===== config.mk =====
export PLATFORM = sky130hd
export DESIGN_NAME = spi_regfile_ctrl
export DESIGN_NICKNAME = d
export VERILOG_FILES = /design/src/rtl/spi_regfile_ctrl.sv
export SDC_FILE = /design/constraint.sdc
export NUM_CORES = 1
export LEC_CHECK = 0
export CAP_MARGIN = 20
export CORE_ASPECT_RATIO = 1.5
export CORE_MARGIN = 4
export CORE_UTILIZATION = 49
export DETAILED_ROUTE_END_ITERATION = 12
export GPL_TIMING_DRIVEN = 0
export PLACE_DENSITY = 0.83
export SLEW_MARGIN = 10
export SYNTH_ARGS = -nofsm -noshare
export SYNTH_HDL_FRONTEND = slang
export SYNTH_SLANG_ARGS = --single-unit

===== constraint.sdc =====
create_clock -name clk -period 5.15 [get_ports clk]
set_clock_uncertainty 0.2 [all_clocks]
set_input_delay 0.7725 -clock clk [delete_from_list [all_inputs] [get_ports clk]]
set_output_delay 0.7725 -clock clk [all_outputs]
set_load 0.01 [all_outputs]

===== src/rtl/spi_regfile_ctrl.sv =====
`default_nettype none
// ============================================================================
// Module   : spi_regfile_ctrl
// Brief    : System-clock register file behind the SPI slave, with an
//            arbitrated internal write port.
// Revision : 1.0
// ============================================================================
module spi_regfile_ctrl #(
  parameter int ADRSIZE     = 8,
  parameter int DATASIZE    = 32,
  parameter int NREGS       = 16,
  parameter int SYNC_STAGES = 2
) (
  input  logic                      clk,
  input  logic                      rst_n,
  input  logic                      spi_adr_latched,
  input  logic                      spi_data_latched,
  input  logic [ADRSIZE-1:0]        spi_adr,
  input  logic [DATASIZE-1:0]       spi_data_wr,
  output logic [DATASIZE-1:0]       spi_data_rd,
  input  logic                      int_wr_req,
  input  logic [ADRSIZE-2:0]        int_wr_idx,
  input  logic [DATASIZE-1:0]       int_wr_data,
  output logic                      int_wr_ack,
  output logic [NREGS*DATASIZE-1:0] regs,
  output logic                      wr_strobe,
  output logic [ADRSIZE-2:0]        wr_idx,
  output logic [7:0]                err_count
);

  localparam int                 c_IW    = ADRSIZE - 1;
  localparam int                 c_AW    = $clog2(NREGS);
  localparam logic [ADRSIZE-1:0] c_NREGS = ADRSIZE'(NREGS);

  typedef enum logic [1:0] {
    IDLE     = 2'd0,
    RD       = 2'd1,
    WAIT_DAT = 2'd2,
    WR       = 2'd3
  } state_t;

  state_t                r_state;
  state_t                w_next;
  logic [SYNC_STAGES-1:0] r_adr_sync;
  logic [SYNC_STAGES-1:0] r_dat_sync;
  logic [SYNC_STAGES-1:0] r_primed;
  logic                  r_adr_hist;
  logic                  r_dat_hist;
  logic [c_IW-1:0]       r_idx;
  logic                  r_wflag;
  logic [DATASIZE-1:0]   r_regs [NREGS];
  logic [DATASIZE-1:0]   r_data_rd;
  logic                  r_int_ack;
  logic                  r_wr_strobe;
  logic [c_IW-1:0]       r_wr_idx;
  logic [7:0]            r_err;

  logic w_adr_s, w_dat_s, w_adr_rise, w_dat_rise;
  logic w_idx_ok, w_int_ok, w_int_acc, w_spi_wr, w_int_wr;

  assign w_adr_s    = r_adr_sync[SYNC_STAGES-1];
  assign w_dat_s    = r_dat_sync[SYNC_STAGES-1];
  assign w_adr_rise = w_adr_s & ~r_adr_hist;
  assign w_dat_rise = w_dat_s & ~r_dat_hist;
  assign w_idx_ok   = ({1'b0, r_idx} < c_NREGS);
  assign w_int_ok   = ({1'b0, int_wr_idx} < c_NREGS);
  assign w_int_acc  = int_wr_req & ~r_int_ack & (r_state != WR);
  assign w_spi_wr   = (r_state == WR) & w_idx_ok;
  assign w_int_wr   = w_int_acc & w_int_ok;

  // History stays high until the chain holds real samples, so a strobe
  // already high at reset release never looks like a rising edge.
  always_ff @(posedge clk or negedge rst_n) begin
    if (!rst_n) begin
      r_adr_sync <= '0;
      r_dat_sync <= '0;
      r_primed   <= '0;
      r_adr_hist <= 1'b1;
      r_dat_hist <= 1'b1;
    end else begin
      r_adr_sync <= {r_adr_sync[SYNC_STAGES-2:0], spi_adr_latched};
      r_dat_sync <= {r_dat_sync[SYNC_STAGES-2:0], spi_data_latched};
      r_primed   <= {r_primed[SYNC_STAGES-2:0], 1'b1};
      r_adr_hist <= r_primed[SYNC_STAGES-1] ? w_adr_s : 1'b1;
      r_dat_hist <= r_primed[SYNC_STAGES-1] ? w_dat_s : 1'b1;
    end
  end

  always_ff @(posedge clk or negedge rst_n) begin
    if (!rst_n) begin
      r_state <= IDLE;
    end else begin
      r_state <= w_next;
    end
  end

  always_comb begin
    w_next = r_state;
    case (r_state)
      IDLE:     if (w_adr_rise) w_next = RD;
      RD:       w_next = WAIT_DAT;
      WAIT_DAT: begin
        if (w_dat_rise)    w_next = r_wflag ? WR : IDLE;
        else if (!w_adr_s) w_next = IDLE;
      end
      WR:       w_next = IDLE;
      default:  w_next = IDLE;
    endcase
  end

  always_ff @(posedge clk or negedge rst_n) begin
    if (!rst_n) begin
      for (int i = 0; i < NREGS; i++) r_regs[i] <= '0;
      r_idx       <= '0;
      r_wflag     <= 1'b0;
      r_data_rd   <= '0;
      r_int_ack   <= 1'b0;
      r_wr_strobe <= 1'b0;
      r_wr_idx    <= '0;
      r_err       <= '0;
    end else begin
      if (r_state == IDLE && w_adr_rise) begin
        r_idx   <= spi_adr[c_IW-1:0];
        r_wflag <= spi_adr[ADRSIZE-1];
      end
      if (r_state == RD) begin
        r_data_rd <= w_idx_ok ? r_regs[r_idx[c_AW-1:0]] : '0;
        if (!w_idx_ok && r_err != 8'hFF) r_err <= r_err + 8'd1;
      end
      if (w_spi_wr) begin
        r_regs[r_idx[c_AW-1:0]] <= spi_data_wr;
        r_wr_idx                <= r_idx;
      end else if (w_int_wr) begin
        r_regs[int_wr_idx[c_AW-1:0]] <= int_wr_data;
        r_wr_idx                     <= int_wr_idx;
      end
      r_int_ack   <= w_int_acc;
      r_wr_strobe <= w_spi_wr | w_int_wr;
    end
  end

  for (genvar g = 0; g < NREGS; g++) begin : g_flat
    assign regs[g*DATASIZE +: DATASIZE] = r_regs[g];
  end

  assign spi_data_rd = r_data_rd;
  assign int_wr_ack  = r_int_ack;
  assign wr_strobe   = r_wr_strobe;
  assign wr_idx      = r_wr_idx;
  assign err_count   = r_err;

endmodule
`default_nettype wire


==> flow_summary.html <==
<table>
<tr><th>Metric</th><th>Value</th></tr>
<tr><th colspan="2">Logic synthesis</th></tr>
<tr><td>Syn Std Cell Area</td><td>approximately 31000 sq um</td></tr>
<tr><td>Number of flip-flops and latches in the synthesized netlist</td><td>579</td></tr>
<tr><td>Library cells used by synthesis</td><td>56</td></tr>
<tr><td>Dominant combinational cell family by area after synthesis</td><td>compound AO/OA/AOI/OAI gates</td></tr>
<tr><td>Synthesized net count</td><td>2796</td></tr>
<tr><td>Cell taking the most area after synthesis</td><td>sky130_fd_sc_hd__dfrtp_1</td></tr>
<tr><td>Syn Inst Count</td><td>~2700</td></tr>
<tr><td>Top post-synthesis cells by area</td><td>sky130_fd_sc_hd__dfrtp_1, sky130_fd_sc_hd__mux4_2, sky130_fd_sc_hd__mux2_2, sky130_fd_sc_hd__o2bb2ai_1, sky130_fd_sc_hd__clkbuf_1</td></tr>
<tr><td>Mean post-synth cell area</td><td>approximately 12 sq um</td></tr>
<tr><td>Simple-Gate Fraction of Synth Area</td><td>0.0781</td></tr>
<tr><td>Share of the synthesized netlist area taken by xor and xnor gates</td><td>0.00195</td></tr>
<tr><td>Warnings, synthesis</td><td>0</td></tr>
<tr><td>Leading post-synthesis cells by instance count</td><td>sky130_fd_sc_hd__dfrtp_1, sky130_fd_sc_hd__clkbuf_1, sky130_fd_sc_hd__nand2_1</td></tr>
<tr><td>Sequential-to-total area share from yosys stat</td><td>0.462</td></tr>
<tr><td>Share of synthesized area spent on multiplexers</td><td>0.164</td></tr>
<tr><td>Area fraction in compound gates after synthesis</td><td>0.238</td></tr>
<tr><td>Count of flip-flops with a built-in enable after synthesis</td><td>0</td></tr>
<tr><td>Async set-reset flop share out of synthesis</td><td>1.00</td></tr>
<tr><td>Area share of fa/ha/maj cells after synthesis</td><td>0.000399</td></tr>
<tr><td>Most numerous cell in the Yosys netlist</td><td>sky130_fd_sc_hd__dfrtp_1</td></tr>
<tr><td>Ys flop type</td><td>sky130_fd_sc_hd__dfrtp_1</td></tr>
<tr><td>Share of Yosys cell area claimed by the top area cell type</td><td>0.460</td></tr>
<tr><th colspan="2">Clocking</th></tr>
<tr><td>CTS Buffer Depth</td><td>3</td></tr>
<tr><td>CTS buffer count</td><td>between 50 and 60</td></tr>
<tr><td>H-Tree Depth</td><td>2</td></tr>
<tr><td>Skew-Pair Late Insertion Delay</td><td>0.64 ns</td></tr>
<tr><td>PostCTS Resize Cnt</td><td>0</td></tr>
<tr><td>Clk Tree Root Cell</td><td>sky130_fd_sc_hd__clkbuf_16</td></tr>
<tr><td>Clock Pin Slew Worst Setup and Hold Paths</td><td>approximately 0.070 ns</td></tr>
<tr><td>CTS tree</td><td>built</td></tr>
<tr><td>Clock Sink Count</td><td>between 500 and 600</td></tr>
<tr><th colspan="2">Cells and area</th></tr>
<tr><td>Nets</td><td>approximately 3500</td></tr>
<tr><td>Layout cells sized above 1</td><td>0.173</td></tr>
<tr><td>Filler cell count in the final layout</td><td>roughly 5000</td></tr>
<tr><td>Area of all placed cells without fillers</td><td>between 40000 and 50000 sq um</td></tr>
<tr><td>P&amp;R area growth vs syn</td><td>31.3%</td></tr>
<tr><th colspan="2">Setup path</th></tr>
<tr><td>Crit-path slowest cell</td><td>sky130_fd_sc_hd__a2bb2oi_1</td></tr>
<tr><td>Arrival time reported for the critical path endpoint</td><td>around 4.3 ns</td></tr>
<tr><td>Cell breakdown of the critical path</td><td>clkdlybuf4s50_1, nand2b_1, buf_2, a2bb2oi_1, clkbuf_1, mux2_2</td></tr>
<tr><td>Kind of end point of the critical path</td><td>flop</td></tr>
<tr><td>Number of buffer and inverter instances along the worst setup path</td><td>3</td></tr>
<tr><td>Worst-path maximum fanout</td><td>10</td></tr>
<tr><td>CP Launch Type</td><td>primary input</td></tr>
<tr><td>Worst path top cell family by delay</td><td>buffers and inverters</td></tr>
<tr><td>Critical Path RT</td><td>5.48 ns</td></tr>
<tr><td>Kind of critical path</td><td>primary input to flop</td></tr>
<tr><td>Peak per-stage delay on the critical path</td><td>approximately 1.1 ns</td></tr>
<tr><td>Slack of the worst reg-to-reg path</td><td>roughly 1.3 ns</td></tr>
<tr><th colspan="2">Placement</th></tr>
<tr><td>Cell area reported after detailed placement</td><td>39100 sq um</td></tr>
<tr><td>Post-DP HPWL</td><td>~130000 um</td></tr>
<tr><td>Port bufs</td><td>between 600 and 700</td></tr>
<tr><td>Post-placement setup slack</td><td>between 0.8 and 0.9 ns</td></tr>
<tr><td>GPL Wtd Cong</td><td>1.06</td></tr>
<tr><th colspan="2">Power</th></tr>
<tr><td>Switch Pwr</td><td>approximately 4.6 mW</td></tr>
<tr><td>Clock power frac</td><td>0.336</td></tr>
<tr><td>P_int</td><td>around 9.2 mW</td></tr>
<tr><td>Power share of the sequential group</td><td>0.391</td></tr>
<tr><td>Pleak</td><td>about 16 nW</td></tr>
<tr><td>Power density cells</td><td>approximately 330 nW/um^2</td></tr>
<tr><td>Relative contribution of combinational cells to total power</td><td>0.273</td></tr>
<tr><td>Switching power as a share of total power</td><td>0.333</td></tr>
<tr><td>Worst-case vdd ir drop</td><td>~0.00026 V</td></tr>
<tr><th colspan="2">STA</th></tr>
<tr><td>Final setup fails</td><td>0</td></tr>
<tr><td>Slew margin rel.</td><td>0.0910</td></tr>
<tr><td>Final hold violation count</td><td>0</td></tr>
<tr><td>RSZ-0062 raised after global routing</td><td>false</td></tr>
<tr><td>Max-slew violation total from the final report</td><td>0</td></tr>
<tr><td>Setup TNS</td><td>0 ns</td></tr>
<tr><td>FMAX</td><td>255 MHz</td></tr>
<tr><td>Minimum period implied by the final worst setup slack</td><td>about 3.9 ns</td></tr>
<tr><td>Share of the clock period used by the worst path after layout</td><td>0.762</td></tr>
<tr><td>Worst-Margin Slew</td><td>1.36 ns</td></tr>
<tr><td>Setup slack after layout</td><td>approximately 1.2 ns</td></tr>
<tr><th colspan="2">Drt</th></tr>
<tr><td>Post-detailed-route count of antenna-violating nets</td><td>0</td></tr>
<tr><td>Via-to-Cell Ratio</td><td>between 7 and 8</td></tr>
<tr><td>DRT Wirelength</td><td>about 170000 um</td></tr>
<tr><td>Detailed Routing Iterations Pass 1</td><td>7</td></tr>
<tr><td>Wire length per cell after detailed routing</td><td>around 39 um</td></tr>
<tr><td>DR DRC count</td><td>0</td></tr>
<tr><td>Vias after detailed routing</td><td>~32000</td></tr>
<tr><td>Drt initial violations</td><td>between 5000 and 6000</td></tr>
<tr><th colspan="2">Floorplanning</th></tr>
<tr><td>Chip height</td><td>about 320 um</td></tr>
<tr><td>Overall die width</td><td>between 200 and 250 um</td></tr>
<tr><td>Total die area</td><td>roughly 68000 sq um</td></tr>
<tr><td>Initial Utilization</td><td>0.495</td></tr>
<tr><td>Core outline area</td><td>roughly 63000 sq um</td></tr>
<tr><td>Top Ports</td><td>645</td></tr>
<tr><td>Total number of placement rows</td><td>113</td></tr>
<tr><th colspan="2">Global routing</th></tr>
<tr><td>Vias in the first global route</td><td>31831</td></tr>
<tr><td>Aggregate global-route resource usage</td><td>0.474</td></tr>
<tr><td>Global-route wire length before repair</td><td>approximately 240000 um</td></tr>
<tr><td>Maximum number of pins on one net before global-route repair</td><td>109</td></tr>
<tr><td>Congestion Overflow GR</td><td>0</td></tr>
<tr><td>Initial antenna violation count</td><td>9</td></tr>
<tr><th colspan="2">Run</th></tr>
<tr><td>Max Cap Violations</td><td>0</td></tr>
<tr><th colspan="2">Status</th></tr>
<tr><td>Result of the run</td><td>finished, final reports clean</td></tr>
<tr><th colspan="2">Hold path</th></tr>
<tr><td>Hold/Removal Path Class</td><td>flop to flop</td></tr>
</table>
==> logic make-up (layout without fill, tap and decap cells) <==
kind of cell,after synthesis,in the layout
muxes,329,329
DFF,579,579
and+or+nand+nor,506,506
xor gates and xnor gates,7,7
adders and majority gates,1,1
AOI/OAI and AO/OA,865,865
buffers and inverters,423,1192
other,1,10
==> layout by cell type (no fill, tap or decap), types with 13 or more instances in the layout <==
master	n
sky130_fd_sc_hd__o21ai_0	62
sky130_fd_sc_hd__inv_1	65
sky130_fd_sc_hd__a32o_1	96
sky130_fd_sc_hd__clkdlybuf4s50_1	643
sky130_fd_sc_hd__and2_1	36
sky130_fd_sc_hd__a22oi_1	128
sky130_fd_sc_hd__a221oi_2	60
sky130_fd_sc_hd__nand2b_1	13
sky130_fd_sc_hd__nand2_1	202
sky130_fd_sc_hd__mux2_2	190
sky130_fd_sc_hd__o22ai_1	72
sky130_fd_sc_hd__a221o_1	64
sky130_fd_sc_hd__clkbuf_16	57
sky130_fd_sc_hd__nand4_1	104
sky130_fd_sc_hd__o31ai_1	96
sky130_fd_sc_hd__a2bb2oi_1	70
sky130_fd_sc_hd__buf_1	18
sky130_fd_sc_hd__nor2_1	107
sky130_fd_sc_hd__a22o_1	64
sky130_fd_sc_hd__dfrtp_1	577
sky130_fd_sc_hd__o2bb2ai_1	128
sky130_fd_sc_hd__clkbuf_1	270
sky130_fd_sc_hd__mux4_2	128
sky130_fd_sc_hd__buf_2	75
==> layer usage <==
layer  GRT usage  part of all wire  vias to the layer above
met2       0.722              0.44                     3357
li1            -                 -                    12101
met3       0.192              0.15                      985
met5     0.00638           0.00062                        -
met1       0.520              0.31                    15889
met4       0.385              0.11                       10
==> area by class of cell <==
| class | count | area (sq um) | share of cell area |
|---|---|---|---|
| multi-input cells | 1709 | 15200 | 0.369 |
| repair buffers | 664 | 6740 | 0.164 |
| well taps | 805 | 1010 | 0.0245 |
| flip-flops and latches | 579 | 14500 | 0.352 |
| inverters | 65 | 244 | 0.00592 |
| clock inverters | 27 | 385 | 0.00936 |
| plain buffers | 358 | 1490 | 0.0361 |
| clock buffers | 78 | 1620 | 0.0392 |
| diodes | 9 | 22.5 | 0.000547 |
==> final timing paths <==
path | cells past startpoint | to | start
min | 0 | r_primed[1]$_DFF_PN0_ | r_primed[0]$_DFF_PN0_
max in group asynchronous | 5 | regs[154]$_DFFE_PN0P_ | rst_n
min in group asynchronous | 2 | err_count[5]$_DFFE_PN0P_ | rst_n
max | 6 | regs[221]$_DFFE_PN0P_ | int_wr_idx[0]
max reg2reg | 7 | spi_data_rd[25]$_DFFE_PN0P_ | r_idx[6]$_DFFE_PN0P_
min reg2reg | 0 | r_primed[1]$_DFF_PN0_ | r_primed[0]$_DFF_PN0_
==> power groups by stage <==
stage	Sequential, mW	Combinational (mW)	Clock (mW)
floorplan	5.42	1.62	0
global placement	5.44	3.53	0
detailed placement	5.43	3.61	0
CTS	5.36	3.63	4.59
global route	5.40	3.83	4.77
finish	5.39	3.76	4.64
==> sequential cells by signal, summed over array words and instances (netlist names), 7 cells and up <==
register     flops
regs           512
spi_data_rd     32
err_count        8
r_idx            7
wr_idx           7
==> timing repair <==
action | CTS | global route
hold buffers | 1 | 0
endpoints found under the setup margin | 0 | 0
endpoints found under the hold margin | 2 | 0
buffers inserted | 0 | 0
==> stage by stage <==
step	power, mW	util	instances	hold slack (ns)
finish	13.8	0.650	4294	0.148
global route	14.0	0.650	4286	0.166
CTS	13.6	0.649	4282	0.152
detailed placement	9.05	0.618	4176	0.138
global placement	8.98	0.613	4160	0.132
floorplan	7.04	-	2711	0.131
No activity file was read; power rests on OpenSTA's default activity.
